<file path="src/rtl/ov7670_reg_sequencer_if.sv">
// ov7670_reg_sequencer_if: command handshake between the register sequencer and i2c_sender
interface ov7670_reg_sequencer_if;
    logic       send;
    logic       taken;
    logic [7:0] id;
    logic [7:0] reg_addr;
    logic [7:0] value;
    modport master (output send, id, reg_addr, value, input taken);
    modport slave  (input send, id, reg_addr, value, output taken);
endinterface

</file>
<file path="src/rtl/ov7670_reg_sequencer.sv">
// ov7670_reg_sequencer: walks the OV7670 register table and feeds {id, reg_addr, value} commands to i2c_sender.
// Optional SEND watchdog with sticky cfg_error output is enabled by defining OV7670_SEQ_TIMEOUT_EN.
module ov7670_reg_sequencer #(
    parameter logic [7:0] DEVICE_ID     = 8'h42,
    parameter int         CYCLES_PER_MS = 25000,
    parameter logic [7:0] POWERUP_MS    = 8'd1,
    parameter int         TABLE_DEPTH   = 64
) (
    input  logic                          clk,
    input  logic                          reset_n,
    input  logic                          resend,
    ov7670_reg_sequencer_if.master        bus,
    output logic                          config_done,
`ifdef OV7670_SEQ_TIMEOUT_EN
    output logic                          cfg_error,
`endif
    output logic                          busy
);
    localparam int IW = $clog2(TABLE_DEPTH);
    localparam int CW = (CYCLES_PER_MS > 1) ? $clog2(CYCLES_PER_MS) : 1;

    typedef enum logic [2:0] {POWERUP, FETCH, SEND, DELAY, DONE} state_t;

    state_t        state_q, state_d;
    logic [IW-1:0] idx_q, idx_d;
    logic [7:0]    ms_q, ms_d;
    logic [CW-1:0] cyc_q, cyc_d;
    logic          send_q, send_d;
    logic [7:0]    reg_addr_q, reg_addr_d;
    logic [7:0]    value_q, value_d;
    logic          config_done_q, config_done_d;
    logic [15:0]   entry;
`ifdef OV7670_SEQ_TIMEOUT_EN
    logic [23:0]   wd_q, wd_d;
    logic          cfg_error_q, cfg_error_d;
`endif

    // Register table ROM: 16'hFFFF ends the table, 16'hFExx waits xx ms
    always_comb begin
        case (int'(idx_q))
            0:       entry = 16'h1280;
            1:       entry = 16'hFE0A;
            2:       entry = 16'h1204;
            3:       entry = 16'h40D0;
            4:       entry = 16'h1101;
            5:       entry = 16'hFFFF;
            6:       entry = 16'h3A04;
            7:       entry = 16'h3DC8;
            8:       entry = 16'h1400;
            9:       entry = 16'hFFFF;
            default: entry = 16'hFFFF;
        endcase
    end

    // Next-state and output logic; resend overrides everything, including a same-cycle taken
    always_comb begin
        state_d       = state_q;
        idx_d         = idx_q;
        ms_d          = ms_q;
        cyc_d         = cyc_q;
        send_d        = send_q;
        reg_addr_d    = reg_addr_q;
        value_d       = value_q;
        config_done_d = config_done_q;
`ifdef OV7670_SEQ_TIMEOUT_EN
        wd_d          = wd_q;
        cfg_error_d   = cfg_error_q;
`endif
        if (resend) begin
            state_d       = POWERUP;
            idx_d         = '0;
            ms_d          = POWERUP_MS;
            cyc_d         = '0;
            send_d        = 1'b0;
            config_done_d = 1'b0;
`ifdef OV7670_SEQ_TIMEOUT_EN
            cfg_error_d   = 1'b0;
`endif
        end else begin
            case (state_q)
                POWERUP, DELAY: begin
                    if (ms_q == 8'd0) begin
                        state_d = FETCH;
                    end else if (cyc_q == CW'(CYCLES_PER_MS - 1)) begin
                        cyc_d = '0;
                        ms_d  = ms_q - 8'd1;
                        if (ms_q == 8'd1) state_d = FETCH;
                    end else begin
                        cyc_d = cyc_q + CW'(1);
                    end
                end
                FETCH: begin
                    if (entry == 16'hFFFF || idx_q == IW'(TABLE_DEPTH - 1)) begin
                        state_d       = DONE;
                        send_d        = 1'b0;
                        config_done_d = 1'b1;
                    end else if (entry[15:8] == 8'hFE) begin
                        idx_d = idx_q + IW'(1);
                        ms_d  = entry[7:0];
                        cyc_d = '0;
                        if (entry[7:0] != 8'd0) state_d = DELAY;
                    end else begin
                        reg_addr_d = entry[15:8];
                        value_d    = entry[7:0];
                        send_d     = 1'b1;
                        state_d    = SEND;
`ifdef OV7670_SEQ_TIMEOUT_EN
                        wd_d       = '0;
`endif
                    end
                end
                SEND: begin
                    if (bus.taken) begin
                        send_d  = 1'b0;
                        idx_d   = idx_q + IW'(1);
                        state_d = FETCH;
`ifdef OV7670_SEQ_TIMEOUT_EN
                    end else if (wd_q == 24'hFFFFFE) begin
                        send_d      = 1'b0;
                        cfg_error_d = 1'b1;
                        idx_d       = idx_q + IW'(1);
                        state_d     = FETCH;
                    end else begin
                        wd_d = wd_q + 24'd1;
`endif
                    end
                end
                DONE: begin
                    send_d        = 1'b0;
                    config_done_d = 1'b1;
                end
                default: state_d = DONE;
            endcase
        end
    end

    // State and output registers with asynchronous active-low reset
    always_ff @(posedge clk or negedge reset_n) begin
        if (!reset_n) begin
            state_q       <= POWERUP;
            idx_q         <= '0;
            ms_q          <= POWERUP_MS;
            cyc_q         <= '0;
            send_q        <= 1'b0;
            reg_addr_q    <= 8'hFF;
            value_q       <= 8'hFF;
            config_done_q <= 1'b0;
`ifdef OV7670_SEQ_TIMEOUT_EN
            wd_q          <= '0;
            cfg_error_q   <= 1'b0;
`endif
        end else begin
            state_q       <= state_d;
            idx_q         <= idx_d;
            ms_q          <= ms_d;
            cyc_q         <= cyc_d;
            send_q        <= send_d;
            reg_addr_q    <= reg_addr_d;
            value_q       <= value_d;
            config_done_q <= config_done_d;
`ifdef OV7670_SEQ_TIMEOUT_EN
            wd_q          <= wd_d;
            cfg_error_q   <= cfg_error_d;
`endif
        end
    end

    assign bus.send     = send_q;
    assign bus.id       = DEVICE_ID;
    assign bus.reg_addr = reg_addr_q;
    assign bus.value    = value_q;
    assign config_done  = config_done_q;
    assign busy         = (state_q != DONE);
`ifdef OV7670_SEQ_TIMEOUT_EN
    assign cfg_error    = cfg_error_q;
`endif

endmodule

</file>
<file path="src/flat_wrapper.sv">
// flat-port wrapper written by rule: the top's interface ports become plain ports
module ov7670_reg_sequencer_flat 
#(
    parameter logic [7:0] DEVICE_ID     = 8'h42,
    parameter int         CYCLES_PER_MS = 25000,
    parameter logic [7:0] POWERUP_MS    = 8'd1,
    parameter int         TABLE_DEPTH   = 64
)
  (clk, reset_n, resend, config_done, busy, bus_send, bus_id, bus_reg_addr, bus_value, bus_taken);
  ov7670_reg_sequencer_if bus_i ();
  input  logic clk;
  input  logic reset_n;
  input  logic resend;
  output logic config_done;
  output logic busy;
  output wire logic [$bits(bus_i.send)-1:0] bus_send;
  output wire logic [$bits(bus_i.id)-1:0] bus_id;
  output wire logic [$bits(bus_i.reg_addr)-1:0] bus_reg_addr;
  output wire logic [$bits(bus_i.value)-1:0] bus_value;
  input wire logic [$bits(bus_i.taken)-1:0] bus_taken;
  assign bus_send = bus_i.send;
  assign bus_id = bus_i.id;
  assign bus_reg_addr = bus_i.reg_addr;
  assign bus_value = bus_i.value;
  assign bus_i.taken = bus_taken;
  ov7670_reg_sequencer #(.DEVICE_ID(DEVICE_ID), .CYCLES_PER_MS(CYCLES_PER_MS), .POWERUP_MS(POWERUP_MS), .TABLE_DEPTH(TABLE_DEPTH)) u_core (.clk(clk), .reset_n(reset_n), .resend(resend), .bus(bus_i), .config_done(config_done), .busy(busy));
endmodule
</file>
<file path="config.mk">
export PLATFORM = sky130hd
export DESIGN_NAME = ov7670_reg_sequencer_flat
export DESIGN_NICKNAME = d
export VERILOG_FILES = /design/src/rtl/ov7670_reg_sequencer_if.sv /design/src/rtl/ov7670_reg_sequencer.sv /design/src/flat_wrapper.sv
export SDC_FILE = /design/constraint.sdc
export NUM_CORES = 1
export LEC_CHECK = 0
export CORE_MARGIN = 3
export CORE_UTILIZATION = 30
export CTS_CLUSTER_SIZE = 12
export DETAILED_ROUTE_END_ITERATION = 8
export HOLD_SLACK_MARGIN = 0.15
export PLACE_DENSITY = 0.47
export SLEW_MARGIN = 20
export SYNTH_ARGS = -nofsm -noshare
export SYNTH_HDL_FRONTEND = slang
export SYNTH_SLANG_ARGS = --single-unit
</file>
<file path="constraint.sdc">
create_clock -name clk -period 6.8 [get_ports clk]
set_input_delay 0.68 -clock clk [delete_from_list [all_inputs] [get_ports clk]]
set_output_delay 0.68 -clock clk [all_outputs]
set_load 0.005 [all_outputs]
</file>
* Word-level counts from Yosys, hierarchy flattened
Memory sizes are Yosys's and may differ from the RTL's. Cells that the tools add are included.
Word-level totals: register bits after elaboration 50, bits in latches 0, RAM bits 0, bits in read-only memories 256, bits of input ports 4, output and inout port bits 27, logic and storage cells 88, memories kept 1
Cells by class: $add $sub $neg 3, multiply operators 0, div/mod/pow operators 0, $lt $le $gt $ge 0, eq/ne operators 21, shift-type cells 0, muxes and demuxes 35, bitwise operators 3, reduce and logical (&&, ||, !) cells 17
Memory list:
- (no name shown) | words 16, bits a word 16, rd ports 1, clocked after memory_dff 0, wr ports 0, line ov7670_reg_sequencer.sv:40 | case (int'(idx_q))
Operators by type and width (number):
- 15-bit two-way mux | 5
- 8-bit two-way mux | 5
- 15-bit one-hot mux with 2 select lines | 1
- 3-bit two-way mux | 8
- 6-bit two-way mux | 4
- 16-bit == test (second input constant) | 1
- 16-bit two-way mux | 1
- 8-bit one-hot mux with 2 select lines | 1
- 15-bit by 1-bit adder with 15-bit output (second input constant) | 1
- 15-bit == test (second input constant) | 1
- 3-bit != test (second input constant) | 4
- 3-bit one-hot mux with 4 select lines | 1
- 6-bit one-hot mux with 2 select lines | 1
- 4-bit AND reduction | 3
- 5-bit AND reduction | 2
- 3-bit by 2-bit != test with 1-bit output (second input constant) | 3
- 3-bit nonzero test | 3
- 8-bit by 1-bit == test with 1-bit output (second input constant) | 1
- 8-bit == test (second input constant) | 1
- 8-bit zero test | 1
- 4-bit by 2-bit != test with 1-bit output (second input constant) | 2
- 8-bit nonzero test | 1
- 8-bit by 1-bit subtractor with 8-bit output (second input constant) | 1
- 6-bit by 1-bit adder with 6-bit output (second input constant) | 1
- 18 further kinds | 26

* Logic depth before layout (Yosys ltp)
Gate-level depths: netlist of the first run.
depth after elaboration 8, gate-level depth with buffers 10, mapped depth without buffers 8

* Worst setup path after synthesis of the first run
Ideal clock, no wire load.
kind register -> register, start point register u_core.idx_q[1], end point register u_core.ms_q[1], library setup time 0.125 ns, data arrival time 2.445 ns, required time 6.675 ns, slack 4.230 ns, cell stages (with the launch flop) 11, path buffers 2, period minus slack after synthesis 2.570 ns, path through dfrtp_1 > clkbuf_1 > inv_1 > ha_1 > mux2_2 > a211oi_2 > nor3b_4 > a21oi_2 > or3_1 > buf_6 > mux2_4
Between the ends: word-level cells in the longest chain between the ends 6, elaborated cells between the ends (all ways) 13, classes of those cells eq/ne: 5; mux: 5; reduce/logical: 2; memory: 1
Ends and longest elaborated chain:
- from (decl) | line ov7670_reg_sequencer.sv:25 | logic [IW-1:0] idx_q, idx_d;
- from (signal assigned) | line ov7670_reg_sequencer.sv:154 | idx_q <= idx_d;
- memory 16 x 16 bit
- 16-bit two-way mux | line ov7670_reg_sequencer.sv:40
- 16-bit == test / 8-bit two-way mux (equally long branches) | line ov7670_reg_sequencer.sv:93, ov7670_reg_sequencer.sv:97
- 1-bit logical OR / 8-bit two-way mux (equally long branches) | line ov7670_reg_sequencer.sv:93 | if (entry == 16'hFFFF || idx_q == IW'(TABLE_DEPTH - 1)) begin
- 3-bit != test (no line) / 8-bit one-hot mux with 2 select lines (equally long branches)
- 5-bit AND reduction (no line) / 8-bit two-way mux (equally long branches)
- to (signal assigned) | line ov7670_reg_sequencer.sv:155 | ms_q <= ms_d;
- to (decl) | line ov7670_reg_sequencer.sv:26 | logic [7:0] ms_q, ms_d;
Parallel ways exist; a longest one is shown, timed or not. The select of a mux whose other input is x is not followed. A chain may end at the register's enable or synchronous reset.

* Worst setup path in the final report of the first run
start point input port resend, end point register u_core.cyc_q[9]
Between the ends: word-level cells in the longest chain between the ends 2, elaborated cells between the ends (all ways) 6, classes of those cells eq/ne: 3; mux: 1; reduce/logical: 2
Ends and longest elaborated chain:
- from (decl) | line flat_wrapper.sv:13 | input logic resend;
- 3-bit != test (no line), or another cell as far along
- 4-bit AND reduction (no line)
- to (signal assigned) | line ov7670_reg_sequencer.sv:156 | cyc_q <= cyc_d;
- to (decl) | line ov7670_reg_sequencer.sv:27 | logic [CW-1:0] cyc_q, cyc_d;
Parallel ways exist; a longest one is shown, timed or not.

==> impl_metrics.yaml, run 1 <==
layout:
  seq_area_um2: 1220
  num-fill-cells: 995
  drive_gt1_share_pct: 13.6
  multi_input_area_um2: 1720
  syn_to_final_growth_pct: 11.5
  diodes: 0
  nets: 373
worst_setup_path:
  r2r_start: "u_core.idx_q[1]"
  crit_start: "resend"
  cp_max_fo: 20
  path_cells: "clkdlybuf4s50_1 -> or4_1 -> nor2_2 -> nand3_1 -> o41ai_1 -> a21o_1"
  cp-end-kind: "flop"
  crit_slowest_cell: "clkdlybuf4s50_1"
  crit_path_start_kind: "input port"
  arrival_ns: 3.77
  r2r_cells: 8
  reg2reg_to: "u_core.ms_q[1]"
  crit_type: "in2reg"
  reg2reg_setup_slack_ns: 3.63
  required_ns: 7.05
  max_stage_delay_ns: 0.76
status:
  status: "finished clean"
run:
  maxCapViolations: 0
sta:
  rsz0062_at_grt: "no"
  max_freq_ghz: 0.284
  finalMaxSlewViolations: 0
  setup_tns_ns: 0
  fin_hold_ws_ns: 0.447
  hold_violations: 0
  finalSetupViolCount: 0
  fin_skew_ns: 0.0130
  setup_ws_ns: 3.28
  slew_headroom_pct: 39.0
  finalCriticalPeriod_ns: 3.52
  period_share_pct: 51.8
  tightest_slew_ns: 0.909
detailed_routing:
  wirelength_mm: 7.68
  ant_nets: 0
  viasPerCell: 5.28
  num_vias: 2601
  wire_per_inst_um: 15.6
  drt_iter0_drc: 249
  drt-pass1-iter-count: 5
  route.detailed.drc: 0
clock_tree:
  cts-buffers-inserted: 5
  postCtsSetupBuffers: 0
  clk_path_buf_depth: 2
  clockRootBuffer: "clkbuf_8"
  htree_levels: 2
  hold_buffers: 0
  postCtsResizedCells: 0
  path_clk_slew_ns: 0.09
  clock_sinks: 48
  tritoncts: "built"
  clk_latency_ns: 0.31
grt:
  grt-ovfl-total: 0
  gr-usage-all-layers_pct: 13.6
  grt_max_degree: 49
  antenna_found_initial: 0
  grt_pass1_vias: 2472
  grt_pass1_wl_mm: 12.8
power_and_ir_drop:
  power.leakage_nw: 1.45
  peakVddDrop_uv: 123
  powerDensity_nw_per_um2: 303
synth:
  synth_area_um2: 3120
  ys_warn_count: 0
  syn_avg_cell_area_um2: 8.87
  yosysSeqAreaShare_pct: 39.1
  dominantRegCellSynth: "dfrtp_1"
  synth_area_leaders: "dfrtp_1 (26%), dfstp_2 (13%), nor2_1 (5.0%)"
  async_reset_ff_share_pct: 100
  synth_seq_cells: 48
  synth_top_cell_area_share_pct: 26.4
  syn_inst: 352
  post_synth_num_cell_types: 60
  yosysTopAreaCell: "dfrtp_1"
  synth-edff-count: 0
die:
  die_width_um: 108
  initial_utilization_pct: 31.4
  dieArea_um2: 11700
  rows: 36
  die_height_um: 108
  pin_count: 31
  core_area_um2: 9950
hold_path:
  hp-class: "in2async"
placed_design:
  post-place-ws_ns: 2.99
  gp_congestion: 0.821
  portBuffers: 22
  hpwl_mm: 5.50
[stage by stage]
step / instance area, um^2 / cells / utilization (%) / power, mW
2_1_floorplan: 3150 / 358 / - / 0.727
3_3_place_gp: 3380 / 485 / 33.9 / 0.866
3_5_place_dp: 3380 / 485 / 33.9 / 0.864
4_1_cts: 3480 / 493 / 35.0 / 1.07
5_1_grt: 3480 / 493 / 35.0 / 1.14
6_report: 3480 / 493 / 35.0 / 1.06
[cell families after synthesis]
logic type	Yosys count	synth area share (%)
and+or+nand+nor	125	21.1
AOI/OAI and AO/OA	114	24.8
DFF	48	39.1
buffers and inverters	41	6.61
muxes	11	3.93
adders and majority gates	10	4.01
other	2	0.240
xor gates and xnor gates	1	0.280
[cell usage after synthesis, types with 2 or more instances]
cell type   n
a2111o_1    2
a211o_1     2
a211oi_1    5
a21o_1      5
a21oi_1    19
a31o_2      3
a31oi_1     6
and2_1      2
and3_1      3
buf_2       6
buf_4      10
clkbuf_1   13
conb_1      2
dfrtp_1    33
dfstp_2    15
ha_1       10
inv_1      11
mux2_2      6
mux2i_1     4
nand2_1    18
nand2b_1    5
nand3_1    12
nand3b_1    2
nand4_1     6
nor2_1     42
nor2b_1     8
nor3_1      7
nor4_1      2
o211a_1     2
o211ai_1    2
o21a_1      3
o21ai_0    31
o22a_1      3
o31ai_1    15
o32a_1      2
o41ai_1     3
or2_2       4
or3_1       5
or4_1       2
[critical path, delay by kind of cell]
kind	cells	cell delay, ns
buf+inv	1	0.76
simple gates	3	1.74
compound gates	2	0.58
[final cells by class]
cell class	instances	share of cell area, %
Clock inverter	2	0.323
Tap cell	133	4.78
Sequential cell	48	35.0
Multi-Input combinational cell	269	49.4
Timing Repair Buffer	24	6.61
Clock buffer	6	2.69
Inverter	11	1.19
[placed cells by master (no fill, tap or decap), types with 3 or more instances in the layout]
cell / netlist / final
dfrtp_1: 33 / 33
a211oi_1: 5 / 5
nor2_1: 42 / 42
clkdlybuf4s50_1: 0 / 21
a21oi_1: 19 / 19
o31ai_1: 15 / 15
nand3_1: 12 / 12
conb_1: 2 / 8
ha_1: 10 / 10
and3_1: 3 / 3
nand2_1: 18 / 18
nor3_1: 7 / 7
o22a_1: 3 / 3
a31o_2: 3 / 3
a21o_1: 5 / 5
nand4_1: 6 / 6
o21ai_0: 31 / 31
a31oi_1: 6 / 6
o21a_1: 3 / 3
clkbuf_8: 0 / 5
inv_1: 11 / 11
o41ai_1: 3 / 3
mux2_2: 6 / 6
mux2i_1: 4 / 4
nor2b_1: 8 / 8
dfstp_2: 15 / 15
or2_2: 4 / 4
nand2b_1: 5 / 5
or3_1: 5 / 5
[registers in the layout (all words and copies together) (netlist names)]
register	count
u_core.ms_q	8
u_core.bus.value	8
u_core.bus.send	1
u_core.cyc_q	15
u_core.idx_q	6
u_core.config_done	1
u_core.bus.reg_addr	6
u_core.state_q	3
[report_power, final]
| part | total (mW) | internal [mW] | switching (mW) |
|---|---|---|---|
| Clock | 0.196 | 0.0945 | 0.101 |
| Combinational | 0.439 | 0.194 | 0.245 |
| Sequential | 0.422 | 0.363 | 0.0589 |
[worst max-delay path by stage]
stage	to	slack, ns	cells past startpoint
after floorplan	u_core.ms_q[1]	4.23	10
after global placement	u_core.cyc_q[9]	3.06	6
after detailed placement	u_core.cyc_q[9]	2.99	6
after CTS	u_core.cyc_q[9]	3.30	6
after global routing	u_core.cyc_q[9]	3.05	6
final	u_core.cyc_q[9]	3.28	6
[metal layers]
metal	share of wire, %	vias up	global-route usage [%]
met5	0	-	0
met4	1.2	0	3.79
met3	4.7	8	2.15
met2	42	67	19.5
met1	52	1236	20.9
li1	-	1290	-
No activity file was read; power rests on OpenSTA's default activity.
==> run 2, diff against run 1 <==
--- a/config.mk
+++ b/config.mk
@@ -10,7 +10,7 @@
 export CTS_CLUSTER_SIZE = 12
 export DETAILED_ROUTE_END_ITERATION = 8
 export HOLD_SLACK_MARGIN = 0.15
-export PLACE_DENSITY = 0.47
+export PLACE_DENSITY = 0.49
 export SLEW_MARGIN = 20
 export SYNTH_ARGS = -nofsm -noshare
 export SYNTH_HDL_FRONTEND = slang
==> constraint.sdc (replaced) <==
create_clock -name clk -period 3.2 [get_ports clk]
set_input_delay 0.32 -clock clk [delete_from_list [all_inputs] [get_ports clk]]
set_output_delay 0.32 -clock clk [all_outputs]
set_load 0.005 [all_outputs]
==> run 2 against run 1 <==
Cell area is 2.1% higher; combinational power is 120% higher; final cell count is 1.4% higher; utilization is 0.74 points higher; sequential share of layout area is 0.73 points lower; highest routed layer unchanged; largest power group unchanged; non-clock buffer count is 7 higher.
==> impl_metrics.yaml, run 2 (same netlist as run 1, synthesis figures left out) <==
status:
  status: "finished clean"
die:
  die_height_um: 108
  dieArea_um2: 11700
  die_width_um: 108
  initial_utilization_pct: 31.4
  core_area_um2: 9950
  pin_count: 31
  rows: 36
detailed_routing:
  drt_iter0_drc: 179
  wire_per_inst_um: 15.8
  met2_length_mm: 3.53
  ant_nets: 0
  wl_met3_um: 220
  num_vias: 2656
  route.detailed.drc: 0
  top_layer: "met4"
  wirelength_mm: 7.91
  wl_met1_mm: 4.07
  viasPerCell: 5.31
  drt-pass1-iter-count: 4
sta:
  slew_headroom_pct: 54.5
  tightest_slew_ns: 0.676
  hold_violations: 0
  fin_hold_ws_ns: 0.504
  finalMaxSlewViolations: 0
  setup_tns_ns: 0
  fin_skew_ns: 0.00302
  finalCriticalPeriod_ns: 2.81
  finalSetupViolCount: 0
  rsz0062_at_grt: "no"
  max_freq_ghz: 0.356
  period_share_pct: 87.9
layout:
  drive_gt1_share_pct: 15.0
  final_common_cell: "nor2_1"
  diodes: 0
  seq_area_um2: 1220
  syn_to_final_growth_pct: 13.9
  multi_input_area_um2: 1720
  regMostFlops: "u_core.cyc_q"
  num-fill-cells: 1015
  largest_reg_flops: 15
  layout_common_cells: "nor2_1 (42), dfrtp_1 (33), o21ai_0 (31)"
  nets: 380
  fin_util_pct: 35.7
clock_tree:
  clk_path_buf_depth: 2
  tritoncts: "built"
  cts-buffers-inserted: 5
  path_clk_slew_ns: 0.10
  htree_levels: 2
  clk_latency_ns: 0.31
  clockRootBuffer: "clkbuf_8"
  postCtsSetupBuffers: 0
  clock_sinks: 48
placed_design:
  portBuffers: 22
  gp_congestion: 0.817
  hpwl_mm: 5.57
hold_path:
  hold_end: "u_core.config_done"
  hp-class: "reg2reg"
  whs_path_depth: 1
  min_from: "u_core.config_done"
worst_setup_path:
  path_cells: "inv_1 -> ha_1 -> o211ai_1 -> nor3b_4 -> a21oi_2 -> or3_1 -> mux2_4"
  crit_type: "reg2reg"
  crit_path_start_kind: "flop"
  r2r_cells: 7
  max_stage_delay_ns: 0.60
  cp-end-kind: "flop"
  reg2reg_to: "u_core.ms_q[1]"
  required_ns: 3.40
  reg2reg_setup_slack_ns: 0.39
  crit_slowest_cell: "dfrtp_1"
  arrival_ns: 3.01
  cp_max_fo: 12
  r2r_start: "u_core.idx_q[0]"
grt:
  grt_pass1_wl_mm: 13.3
  antenna_found_initial: 0
  gr-usage-all-layers_pct: 14.2
  grt-ovfl-total: 0
  grt_pass1_vias: 2518
  grt_max_degree: 44
power_and_ir_drop:
  powerDensity_nw_per_um2: 660
  peakVddDrop_uv: 270
  power_mw: 2.35
  power.leakage_nw: 1.49
run:
  maxCapViolations: 0
run 2: cell types whose count changed in the layout (fill, tap and decap cells not counted), sizes merged:
cell         before  now
inv              12   11
bufinv            0    1
buf               3    9
dlygate4sd3       0    1
run 2: layout make-up:
type	count	share of cell area [%]
clock buffer	6	2.32
timing repair buffer	31	8.09
clock inverter	2	1.09
tap	133	4.68
multi-input combinational	269	48.3
sequential	48	34.3
inverter	11	1.16
run 2: critical path: cells and delay by family, from the launching register on:
kind	cells	cell delay, ns
compound gates	2	0.31
fa+ha+maj	1	0.41
buf+inv	1	0.17
flops	1	0.60
mux	1	0.35
simple gates	2	0.86
run 2: how the worst max path moves through the flow:
stage                          from              end  slack (ns)  cells after the start
floorplan           u_core.idx_q[1]   u_core.ms_q[1]        0.63                     10
global placement             resend  u_core.cyc_q[9]        0.28                      6
detailed placement           resend  u_core.cyc_q[9]        0.23                      6
CTS                 u_core.idx_q[0]   u_core.ms_q[1]        0.37                      7
global route        u_core.idx_q[0]   u_core.ms_q[1]        0.18                      7
finish              u_core.idx_q[0]   u_core.ms_q[1]        0.39                      7
run 2: what timing repair did:
action | in CTS | in global routing
hold endpoints to repair | 0 | 33
resized for setup | 0 | 0
hold buffers | 0 | 1
run 2: per-stage QoR:
stage          instance area (um^2)  cells  setup slack [ns]
2_1_floorplan                  3150    358             0.630
3_3_place_gp                   3420    491             0.282
3_5_place_dp                   3420    491             0.230
4_1_cts                        3540    499             0.370
5_1_grt                        3560    500             0.185
6_report                       3560    500             0.388
run 2: report_power, final:
group,switching (mW),internal [mW],total [mW]
Combinational,0.533,0.437,0.970
Sequential,0.124,0.772,0.896
Clock,0.225,0.256,0.481
Total,0.882,1.47,2.35
run 2: layer usage:
layer / vias to the layer above / GRT usage, %
li1: 1305 / -
met1: 1303 / 20.9
met2: 41 / 21.7
met3: 7 / 2.33
met4: 0 / 3.61
met5: - / 0
==> run 3, diff against run 2 <==
--- a/config.mk
+++ b/config.mk
@@ -9,7 +9,7 @@
 export CORE_UTILIZATION = 30
 export CTS_CLUSTER_SIZE = 12
 export DETAILED_ROUTE_END_ITERATION = 8
-export HOLD_SLACK_MARGIN = 0.15
+export HOLD_SLACK_MARGIN = 0.06
 export PLACE_DENSITY = 0.49
 export SLEW_MARGIN = 20
 export SYNTH_ARGS = -nofsm -noshare
==> results of run 3 <==
The final DEF is identical to that of run 2; final timing and power are the same.
